[config.mk]
export PLATFORM = sky130hd
export DESIGN_NAME = vga_sprite_compositor_flat
export DESIGN_NICKNAME = d
export VERILOG_FILES = /design/src/rtl/vga_sprite_compositor_if.sv /design/src/rtl/vga_sprite_compositor.sv /design/src/flat_wrapper.sv
export SDC_FILE = /design/constraint.sdc
export NUM_CORES = 1
export LEC_CHECK = 0
export CAP_MARGIN = 20
export CORE_ASPECT_RATIO = 0.75
export CORE_MARGIN = 2
export CORE_UTILIZATION = 52
export DETAILED_ROUTE_END_ITERATION = 8
export PLACE_DENSITY_LB_ADDON = 0.15
export SYNTH_ARGS = -nofsm -noshare
export SYNTH_HDL_FRONTEND = slang
export SYNTH_SLANG_ARGS = --single-unit
[constraint.sdc]
create_clock -name clk_clk -period 7.4 [get_ports clk_clk]
set_input_delay 2.22 -clock clk_clk [delete_from_list [all_inputs] [get_ports clk_clk]]
set_output_delay 2.22 -clock clk_clk [all_outputs]
set_load 0.05 [all_outputs]
[src/rtl/vga_sprite_compositor_if.sv]
// Avalon-MM register bus for the sprite compositor.
//   avs_address   : register word address (8 bits)
//   avs_read      : read strobe, data returned one cycle later
//   avs_write     : write strobe, zero wait states
//   avs_writedata : 32-bit write data
//   avs_readdata  : 32-bit registered read data
// slave modport is used by the compositor, master modport by the bus owner.
interface vga_sprite_compositor_if;
    logic [7:0]  avs_address;
    logic        avs_read;
    logic        avs_write;
    logic [31:0] avs_writedata;
    logic [31:0] avs_readdata;

    modport slave  (input  avs_address, avs_read, avs_write, avs_writedata,
                    output avs_readdata);
    modport master (output avs_address, avs_read, avs_write, avs_writedata,
                    input  avs_readdata);
endinterface

[src/rtl/vga_sprite_compositor.sv]
// Pipelined sprite compositor for the VGA path.
// For every screen pixel request it hit-tests NUM_SPRITES sprites, addresses
// each sprite RAM through its second port, and returns the colour of the
// lowest-indexed opaque sprite (or the background). Sprite parameters are
// double buffered and swap in at frame_start after a COMMIT; overlapping
// opaque sprites raise sticky collision flags.
//
// Ports:
//   clk_clk, reset_reset : clock, synchronous active-high reset
//   avs                  : Avalon-MM register slave (see interface file)
//   frame_start          : one-cycle pulse at start of vertical blank
//   pix_valid_in, drawx, drawy, bg_pixel : pixel request
//   pix_valid_out, pix_out               : composited result, 3 cycles later
//   spr_address, spr_chipselect, spr_clken : per-sprite RAM read port
//   spr_readdata                           : per-sprite RAM data, 1-cycle latency
module vga_sprite_compositor #(
    parameter int                NUM_SPRITES = 8,
    parameter int                SPRITE_W    = 32,
    parameter int                SPRITE_H    = 64,
    parameter int                ADDR_W      = 11,
    parameter int                PIX_W       = 16,
    parameter logic [PIX_W-1:0]  KEY_COLOR   = 16'hF81F
) (
    input  logic                          clk_clk,
    input  logic                          reset_reset,
    vga_sprite_compositor_if.slave        avs,
    input  logic                          frame_start,
    input  logic                          pix_valid_in,
    input  logic [9:0]                    drawx,
    input  logic [9:0]                    drawy,
    input  logic [PIX_W-1:0]              bg_pixel,
    output logic                          pix_valid_out,
    output logic [PIX_W-1:0]              pix_out,
    output logic [NUM_SPRITES*ADDR_W-1:0] spr_address,
    output logic [NUM_SPRITES-1:0]        spr_chipselect,
    output logic [NUM_SPRITES-1:0]        spr_clken,
    input  logic [NUM_SPRITES*PIX_W-1:0]  spr_readdata
);

    localparam int SPR_WORDS = 4 * NUM_SPRITES;

    // Shadow (software-visible) and active (pixel pipeline) parameters.
    // ctrl: [0] enable, [1] flip_x, [2] flip_y. x/y are 11-bit signed.
    logic [2:0]  sh_ctrl  [NUM_SPRITES];
    logic [10:0] sh_x     [NUM_SPRITES];
    logic [10:0] sh_y     [NUM_SPRITES];
    logic [2:0]  act_ctrl [NUM_SPRITES];
    logic [10:0] act_x    [NUM_SPRITES];
    logic [10:0] act_y    [NUM_SPRITES];

    logic                   commit_pending;
    logic [NUM_SPRITES-1:0] collision;

    // Register decode
    logic [5:0]             reg_idx;
    logic [1:0]             reg_sel;
    logic                   spr_space;
    logic [NUM_SPRITES-1:0] wr_spr;
    logic                   commit_wr;
    logic                   do_commit;
    logic [NUM_SPRITES-1:0] coll_clr;
    logic [31:0]            rd_mux;

    // Pixel pipeline
    logic signed [11:0]     rx [NUM_SPRITES];
    logic signed [11:0]     ry [NUM_SPRITES];
    logic [11:0]            ax [NUM_SPRITES];
    logic [11:0]            ay [NUM_SPRITES];
    logic [31:0]            addr_full [NUM_SPRITES];
    logic [NUM_SPRITES-1:0] hit;

    logic                   vld_p0, vld_p1;
    logic [NUM_SPRITES-1:0] hit_p0, hit_p1;
    logic [PIX_W-1:0]       bg_p0, bg_p1;

    logic [NUM_SPRITES-1:0] opaque;
    logic [PIX_W-1:0]       win_pix;
    logic                   multi_hit;
    logic [NUM_SPRITES-1:0] coll_set;

    logic                   unused_bits;

    assign reg_idx   = avs.avs_address[7:2];
    assign reg_sel   = avs.avs_address[1:0];
    assign spr_space = (9'(avs.avs_address) < 9'(SPR_WORDS));
    assign commit_wr = avs.avs_write && (avs.avs_address == 8'hFF) && avs.avs_writedata[0];
    assign do_commit = frame_start && commit_pending;
    assign coll_clr  = (avs.avs_write && (avs.avs_address == 8'hFD))
                       ? avs.avs_writedata[NUM_SPRITES-1:0] : '0;

    always_comb begin
        wr_spr = '0;
        rd_mux = '0;
        for (int n = 0; n < NUM_SPRITES; n++) begin
            if (spr_space && (reg_idx == 6'(n))) begin
                wr_spr[n] = avs.avs_write;
                case (reg_sel)
                    2'd0:    rd_mux = {29'd0, sh_ctrl[n]};
                    2'd1:    rd_mux = {5'd0, sh_y[n], 5'd0, sh_x[n]};
                    default: rd_mux = '0;
                endcase
            end
        end
        case (avs.avs_address)
            8'hFD:   rd_mux = 32'(collision);
            8'hFE:   rd_mux = {31'd0, commit_pending};
            default: ;
        endcase
    end

    // Shadow writes and frame-synchronous commit. The active copy takes the
    // shadow value from before any write landing in the same cycle.
    always_ff @(posedge clk_clk) begin
        if (reset_reset) begin
            for (int n = 0; n < NUM_SPRITES; n++) begin
                sh_ctrl[n]  <= '0;
                sh_x[n]     <= '0;
                sh_y[n]     <= '0;
                act_ctrl[n] <= '0;
                act_x[n]    <= '0;
                act_y[n]    <= '0;
            end
        end else begin
            for (int n = 0; n < NUM_SPRITES; n++) begin
                if (wr_spr[n] && (reg_sel == 2'd0)) begin
                    sh_ctrl[n] <= avs.avs_writedata[2:0];
                end
                if (wr_spr[n] && (reg_sel == 2'd1)) begin
                    sh_x[n] <= avs.avs_writedata[10:0];
                    sh_y[n] <= avs.avs_writedata[26:16];
                end
                if (do_commit) begin
                    act_ctrl[n] <= sh_ctrl[n];
                    act_x[n]    <= sh_x[n];
                    act_y[n]    <= sh_y[n];
                end
            end
        end
    end

    // A COMMIT write coinciding with frame_start re-arms for the next frame.
    // A new collision wins over a W1C on the same bit.
    always_ff @(posedge clk_clk) begin
        if (reset_reset) begin
            commit_pending   <= 1'b0;
            collision        <= '0;
            avs.avs_readdata <= '0;
        end else begin
            if (commit_wr) begin
                commit_pending <= 1'b1;
            end else if (do_commit) begin
                commit_pending <= 1'b0;
            end
            collision <= (collision & ~coll_clr) | coll_set;
            if (avs.avs_read) begin
                avs.avs_readdata <= rd_mux;
            end
        end
    end

    // Hit test and RAM address. Coordinates are zero-extended to 12-bit
    // signed so drawx up to 1023 never aliases onto a negative offset.
    always_comb begin
        hit = '0;
        for (int n = 0; n < NUM_SPRITES; n++) begin
            rx[n] = $signed({2'b00, drawx}) - $signed({act_x[n][10], act_x[n]});
            ry[n] = $signed({2'b00, drawy}) - $signed({act_y[n][10], act_y[n]});
            hit[n] = act_ctrl[n][0]
                     && !rx[n][11] && ({1'b0, rx[n][10:0]} < 12'(SPRITE_W))
                     && !ry[n][11] && ({1'b0, ry[n][10:0]} < 12'(SPRITE_H));
            ax[n] = act_ctrl[n][1] ? (12'(SPRITE_W - 1) - $unsigned(rx[n])) : $unsigned(rx[n]);
            ay[n] = act_ctrl[n][2] ? (12'(SPRITE_H - 1) - $unsigned(ry[n])) : $unsigned(ry[n]);
            addr_full[n] = 32'(ay[n]) * 32'(SPRITE_W) + 32'(ax[n]);
        end
    end

    always_comb begin
        unused_bits = ^avs.avs_writedata;
        for (int n = 0; n < NUM_SPRITES; n++) begin
            unused_bits = unused_bits ^ (^addr_full[n]);
        end
    end

    // ---- Stage p0: request registered, RAM address issued ----
    always_ff @(posedge clk_clk) begin
        if (reset_reset) begin
            vld_p0         <= 1'b0;
            hit_p0         <= '0;
            spr_chipselect <= '0;
            spr_clken      <= '0;
        end else begin
            vld_p0         <= pix_valid_in;
            hit_p0         <= pix_valid_in ? hit : '0;
            spr_chipselect <= pix_valid_in ? hit : '0;
            spr_clken      <= pix_valid_in ? hit : '0;
        end
    end

    always_ff @(posedge clk_clk) begin
        bg_p0 <= bg_pixel;
        for (int n = 0; n < NUM_SPRITES; n++) begin
            spr_address[n*ADDR_W +: ADDR_W] <= addr_full[n][ADDR_W-1:0];
        end
    end

    // ---- Stage p1: waiting on RAM read latency ----
    always_ff @(posedge clk_clk) begin
        if (reset_reset) begin
            vld_p1 <= 1'b0;
            hit_p1 <= '0;
        end else begin
            vld_p1 <= vld_p0;
            hit_p1 <= hit_p0;
        end
    end

    always_ff @(posedge clk_clk) begin
        bg_p1 <= bg_p0;
    end

    // Priority select: scan downward so the lowest opaque index wins.
    // Two or more opaque sprites: clearing the lowest set bit leaves a one.
    always_comb begin
        win_pix = bg_p1;
        for (int n = NUM_SPRITES - 1; n >= 0; n--) begin
            opaque[n] = hit_p1[n] && (spr_readdata[n*PIX_W +: PIX_W] != KEY_COLOR);
            if (opaque[n]) begin
                win_pix = spr_readdata[n*PIX_W +: PIX_W];
            end
        end
        multi_hit = |(opaque & (opaque - NUM_SPRITES'(1)));
        coll_set  = (vld_p1 && multi_hit) ? opaque : '0;
    end

    // ---- Stage p2: composited output ----
    always_ff @(posedge clk_clk) begin
        if (reset_reset) begin
            pix_valid_out <= 1'b0;
            pix_out       <= '0;
        end else begin
            pix_valid_out <= vld_p1;
            pix_out       <= win_pix;
        end
    end

endmodule

[src/flat_wrapper.sv]
// flat-port wrapper written by rule: the top's interface ports become plain ports
module vga_sprite_compositor_flat 
#(
    parameter int                NUM_SPRITES = 8,
    parameter int                SPRITE_W    = 32,
    parameter int                SPRITE_H    = 64,
    parameter int                ADDR_W      = 11,
    parameter int                PIX_W       = 16,
    parameter logic [PIX_W-1:0]  KEY_COLOR   = 16'hF81F
)
  (clk_clk, reset_reset, frame_start, pix_valid_in, drawx, drawy, bg_pixel, pix_valid_out, pix_out, spr_address, spr_chipselect, spr_clken, spr_readdata, avs_avs_address, avs_avs_read, avs_avs_write, avs_avs_writedata, avs_avs_readdata);
  vga_sprite_compositor_if avs_i ();
  input  logic clk_clk;
  input  logic reset_reset;
  input  logic frame_start;
  input  logic pix_valid_in;
  input  logic [9:0] drawx;
  input  logic [9:0] drawy;
  input  logic [PIX_W-1:0] bg_pixel;
  output logic pix_valid_out;
  output logic [PIX_W-1:0] pix_out;
  output logic [NUM_SPRITES*ADDR_W-1:0] spr_address;
  output logic [NUM_SPRITES-1:0] spr_chipselect;
  output logic [NUM_SPRITES-1:0] spr_clken;
  input  logic [NUM_SPRITES*PIX_W-1:0] spr_readdata;
  input wire logic [$bits(avs_i.avs_address)-1:0] avs_avs_address;
  input wire logic [$bits(avs_i.avs_read)-1:0] avs_avs_read;
  input wire logic [$bits(avs_i.avs_write)-1:0] avs_avs_write;
  input wire logic [$bits(avs_i.avs_writedata)-1:0] avs_avs_writedata;
  output wire logic [$bits(avs_i.avs_readdata)-1:0] avs_avs_readdata;
  assign avs_i.avs_address = avs_avs_address;
  assign avs_i.avs_read = avs_avs_read;
  assign avs_i.avs_write = avs_avs_write;
  assign avs_i.avs_writedata = avs_avs_writedata;
  assign avs_avs_readdata = avs_i.avs_readdata;
  vga_sprite_compositor #(.NUM_SPRITES(NUM_SPRITES), .SPRITE_W(SPRITE_W), .SPRITE_H(SPRITE_H), .ADDR_W(ADDR_W), .PIX_W(PIX_W), .KEY_COLOR(KEY_COLOR)) u_core (.clk_clk(clk_clk), .reset_reset(reset_reset), .avs(avs_i), .frame_start(frame_start), .pix_valid_in(pix_valid_in), .drawx(drawx), .drawy(drawy), .bg_pixel(bg_pixel), .pix_valid_out(pix_valid_out), .pix_out(pix_out), .spr_address(spr_address), .spr_chipselect(spr_chipselect), .spr_clken(spr_clken), .spr_readdata(spr_readdata));
endmodule
==> flow_summary.toml <==
[clock_tree]
cts_setup_buffers = 0
cts-resized-gates = 0
cts_root_buf = "clkbuf_16"
cts.clk_slew.worst_paths_ns = 0.06
clock-sinks = 586
cts_hold_repair.buffers = 0
max-clock-path-buffers = 3
cts_tree = "built"
worstSkewPairLatency_ns = 0.63
cts_max_level = 2
cts_buffers = 59

[synthesis]
ys_seq_area_share_pct = 48.9
synth_area_leader_cell = "edfxtp_1"
synth.distinct_cells = 90
async_flop_share_pct = 0
avgSynthCellArea_um2 = 10.6
yosys_warnings = 0
yosys_register_bits = 586
synth_area_mm2 = 0.0322
synthFlopType = "edfxtp_1"
synth.most_common_cell = "edfxtp_1"
synth_top_area_share_pct = 37.3
synth_common_cells = "400 x edfxtp_1, 311 x nor2_1, 268 x inv_1"
synth-edff-count = 400
postSynthCellCount = 3036
yosys-top-cells-area = "edfxtp_1 37%, dfxtp_1 12%, ha_1 8.1%"

[pwr]
power_frac_comb_pct = 28.5
power.density_mw_per_mm2 = 259
seqPwrFrac_pct = 39.4
power.internal_uw = 6800
leakage_uw = 0.0151
power.total_uw = 10000
swShare_pct = 32.1
ir_drop_mv = 0.180
p_switching_uw = 3210
power_frac_clock_pct = 32.1

[grt]
grt_use_total_pct = 30.8
grt_pass1_wl_um = 147000
grt_overflow = 0
first_global_vias = 24000
antenna_found_initial = 6
grt_max_degree = 155

[setup_path]
critPathCaptureType = "flop"
crit_path_start_kind = "input pin"
critPathArrivalTime_ns = 6.89
worstPathCellList = "clkdlybuf4s50_1 > ha_1 > nand3_1 > o211ai_1 > nor2_1 > xnor2_1 > inv_1 > ha_1 > nand2b_1 > xnor2_1 > ha_1 > a21oi_1 > o21bai_1 > a21oi_1 > xnor2_1 > xnor2_1 > xnor2_1 > xor2_1"
cp_slowest_stage_delay_ns = 0.80
critPathKind = "in2reg"
cp_slowest_cell = "clkdlybuf4s50_1"
critPathRequiredTime_ns = 7.95
path_max_fanout = 8
cp_common_cell = "xnor2_1"

[timing]
tns_ns = 0
finalCriticalPeriod_ns = 6.34
setup_violations = 0
finalClockSkew_ns = 0.0188
period_share_pct = 85.6
hold_viol = 0
grt_setup_unrepaired = "no"
max_freq_mhz = 158
hold_ws_ns = 0.326
slew_violations = 0
worst_pin_slew_ns = 1.24
max_slew_margin_pct = 16.2

[floorplanning]
row_count = 78
core_area_mm2 = 0.0608
num_io_pins = 363
die_w_um = 291
die_h_um = 219
die_area_mm2 = 0.0639
start_util_pct = 52.9

[placement]
dp.cells = 4110
globalplace.congestion = 0.961
portBuffers = 342
placed_cell_area_mm2 = 0.0365
post-dp-hpwl_um = 76400

[layout]
design_area_mm2 = 0.0386
fillCellCount = 4757
final-seq-area_mm2 = 0.0157
layout-drive-gt1-share_pct = 6.08
multiInputGateArea_mm2 = 0.0149
final_nets = 3815
syn_to_final_growth_pct = 20.0
fin_cells = 4224

[drt]
first_pass_iters = 5
postRouteAntennaNets = 0
post_drt_via_cell_ratio = 5.80
drt_iter0_markers = 2592
via_count = 24500
avgRoutedWirePerCell_um = 23.6
routed_wl_um = 99500
route.detailed.drc = 0

[flow_run]
cap_violations = 0

[min_path]
hold_path_class = "reg2reg"

[run_status]
status = "complete, no violations"
## through the flow
| stage | utilization [%] | worst slack, ns |
|---|---|---|
| final | 63.5 | 1.06 |
| after detailed placement | 60.0 | 0.477 |
| after global placement | 60.0 | 0.564 |
| after global routing | 63.5 | 0.788 |
| after CTS | 63.4 | 1.11 |
| after floorplan | - | 1.49 |
## registers in the layout, summed over array words and instances, names as in the netlist
signal / flops
u_core.spr_chipselect: 8
u_core.pix_valid_out: 1
u_core.act_y: 88
u_core.commit_pending: 1
u_core.act_x: 88
u_core.hit_p1: 8
u_core.spr_address: 88
u_core.sh_ctrl: 24
u_core.pix_out: 16
u_core.act_ctrl: 24
u_core.sh_y: 88
u_core.avs.avs_readdata: 22
u_core.collision: 8
u_core.bg_p1: 16
u_core.vld_p0: 1
u_core.sh_x: 88
u_core.bg_p0: 16
u_core.vld_p1: 1
## kinds of logic (layout without fill, tap and decap cells)
| group | count (synthesis) | after routing | share of synthesized area, % |
|---|---|---|---|
| AND/OR/NAND/NOR | 941 | 941 | 14.8 |
| adder cells (fa/ha/maj) | 232 | 232 | 9.58 |
| XOR/XNOR | 278 | 278 | 7.61 |
| buffers and inverters | 392 | 770 | 4.99 |
| multiplexers | 59 | 59 | 2.51 |
| AO/OA/AOI/OAI | 547 | 547 | 11.6 |
| other | 1 | 11 | 0.0117 |
| flip-flops | 586 | 586 | 48.9 |
## power by group through the flow
| stage | logic, uW | clock network, uW | registers, uW |
|---|---|---|---|
| finish | 2850 | 3210 | 3950 |
| CTS | 2840 | 3240 | 3950 |
| global placement | 2780 | 0 | 4010 |
| global route | 3050 | 3380 | 3970 |
| detailed placement | 2820 | 0 | 4020 |
| floorplan | 1260 | 0 | 4610 |
## critical path: cells and delay by family
family | cells | cell delay, ns
adders and majority gates | 3 | 1.15
xor gates and xnor gates | 6 | 1.51
AOI/OAI and AO/OA | 4 | 0.71
buffers and inverters | 2 | 0.90
and+or+nand+nor | 3 | 0.38
## metal layers
| metal | GRT usage [%] | share of wire, % | vias up |
|---|---|---|---|
| li1 | - | - | 11400 |
| met1 | 43.2 | 43 | 11800 |
| met2 | 49.1 | 45 | 1119 |
| met3 | 6.02 | 8.6 | 160 |
| met4 | 8.31 | 2.5 | 10 |
| met5 | 0 | 0.069 | - |
## final cells by class
class                           count  area share [%]
Sequential cell                   586            40.8
Multi-Input combinational cell   2067            38.6
Timing Repair Buffer              390            10.0
Clock buffer                       76            4.37
Inverter                          269            2.61
Tap cell                          800            2.59
Clock inverter                     35            1.01
Antenna cell                        1         0.00648
## layout by cell type, fill, tap and decap left out, drive strengths merged, types with 65 or more instances in the layout
cell type      count
clkdlybuf4s50    340
nand2            153
xor2              65
o21ai             87
nor2             311
edfxtp           400
and2             163
dfxtp            186
clkbuf            76
xnor2            212
ha               208
inv              273
a21oi            156
nor2b             85
## worst paths after layout
| check | start | to | slack, ns | depth (start not counted) |
|---|---|---|---|---|
| worst min-delay path | u_core.bg_p0[9] | u_core.bg_p1[9] | 0.33 | 0 |
| worst max-delay path | drawx[3] | u_core.spr_address[32] | 1.06 | 18 |
| worst max register to register | u_core.act_x[0][0] | u_core.spr_address[10] | 3.03 | 20 |
| worst min register to register | u_core.bg_p0[9] | u_core.bg_p1[9] | 0.33 | 0 |
No activity file was read; power rests on OpenSTA's default activity.
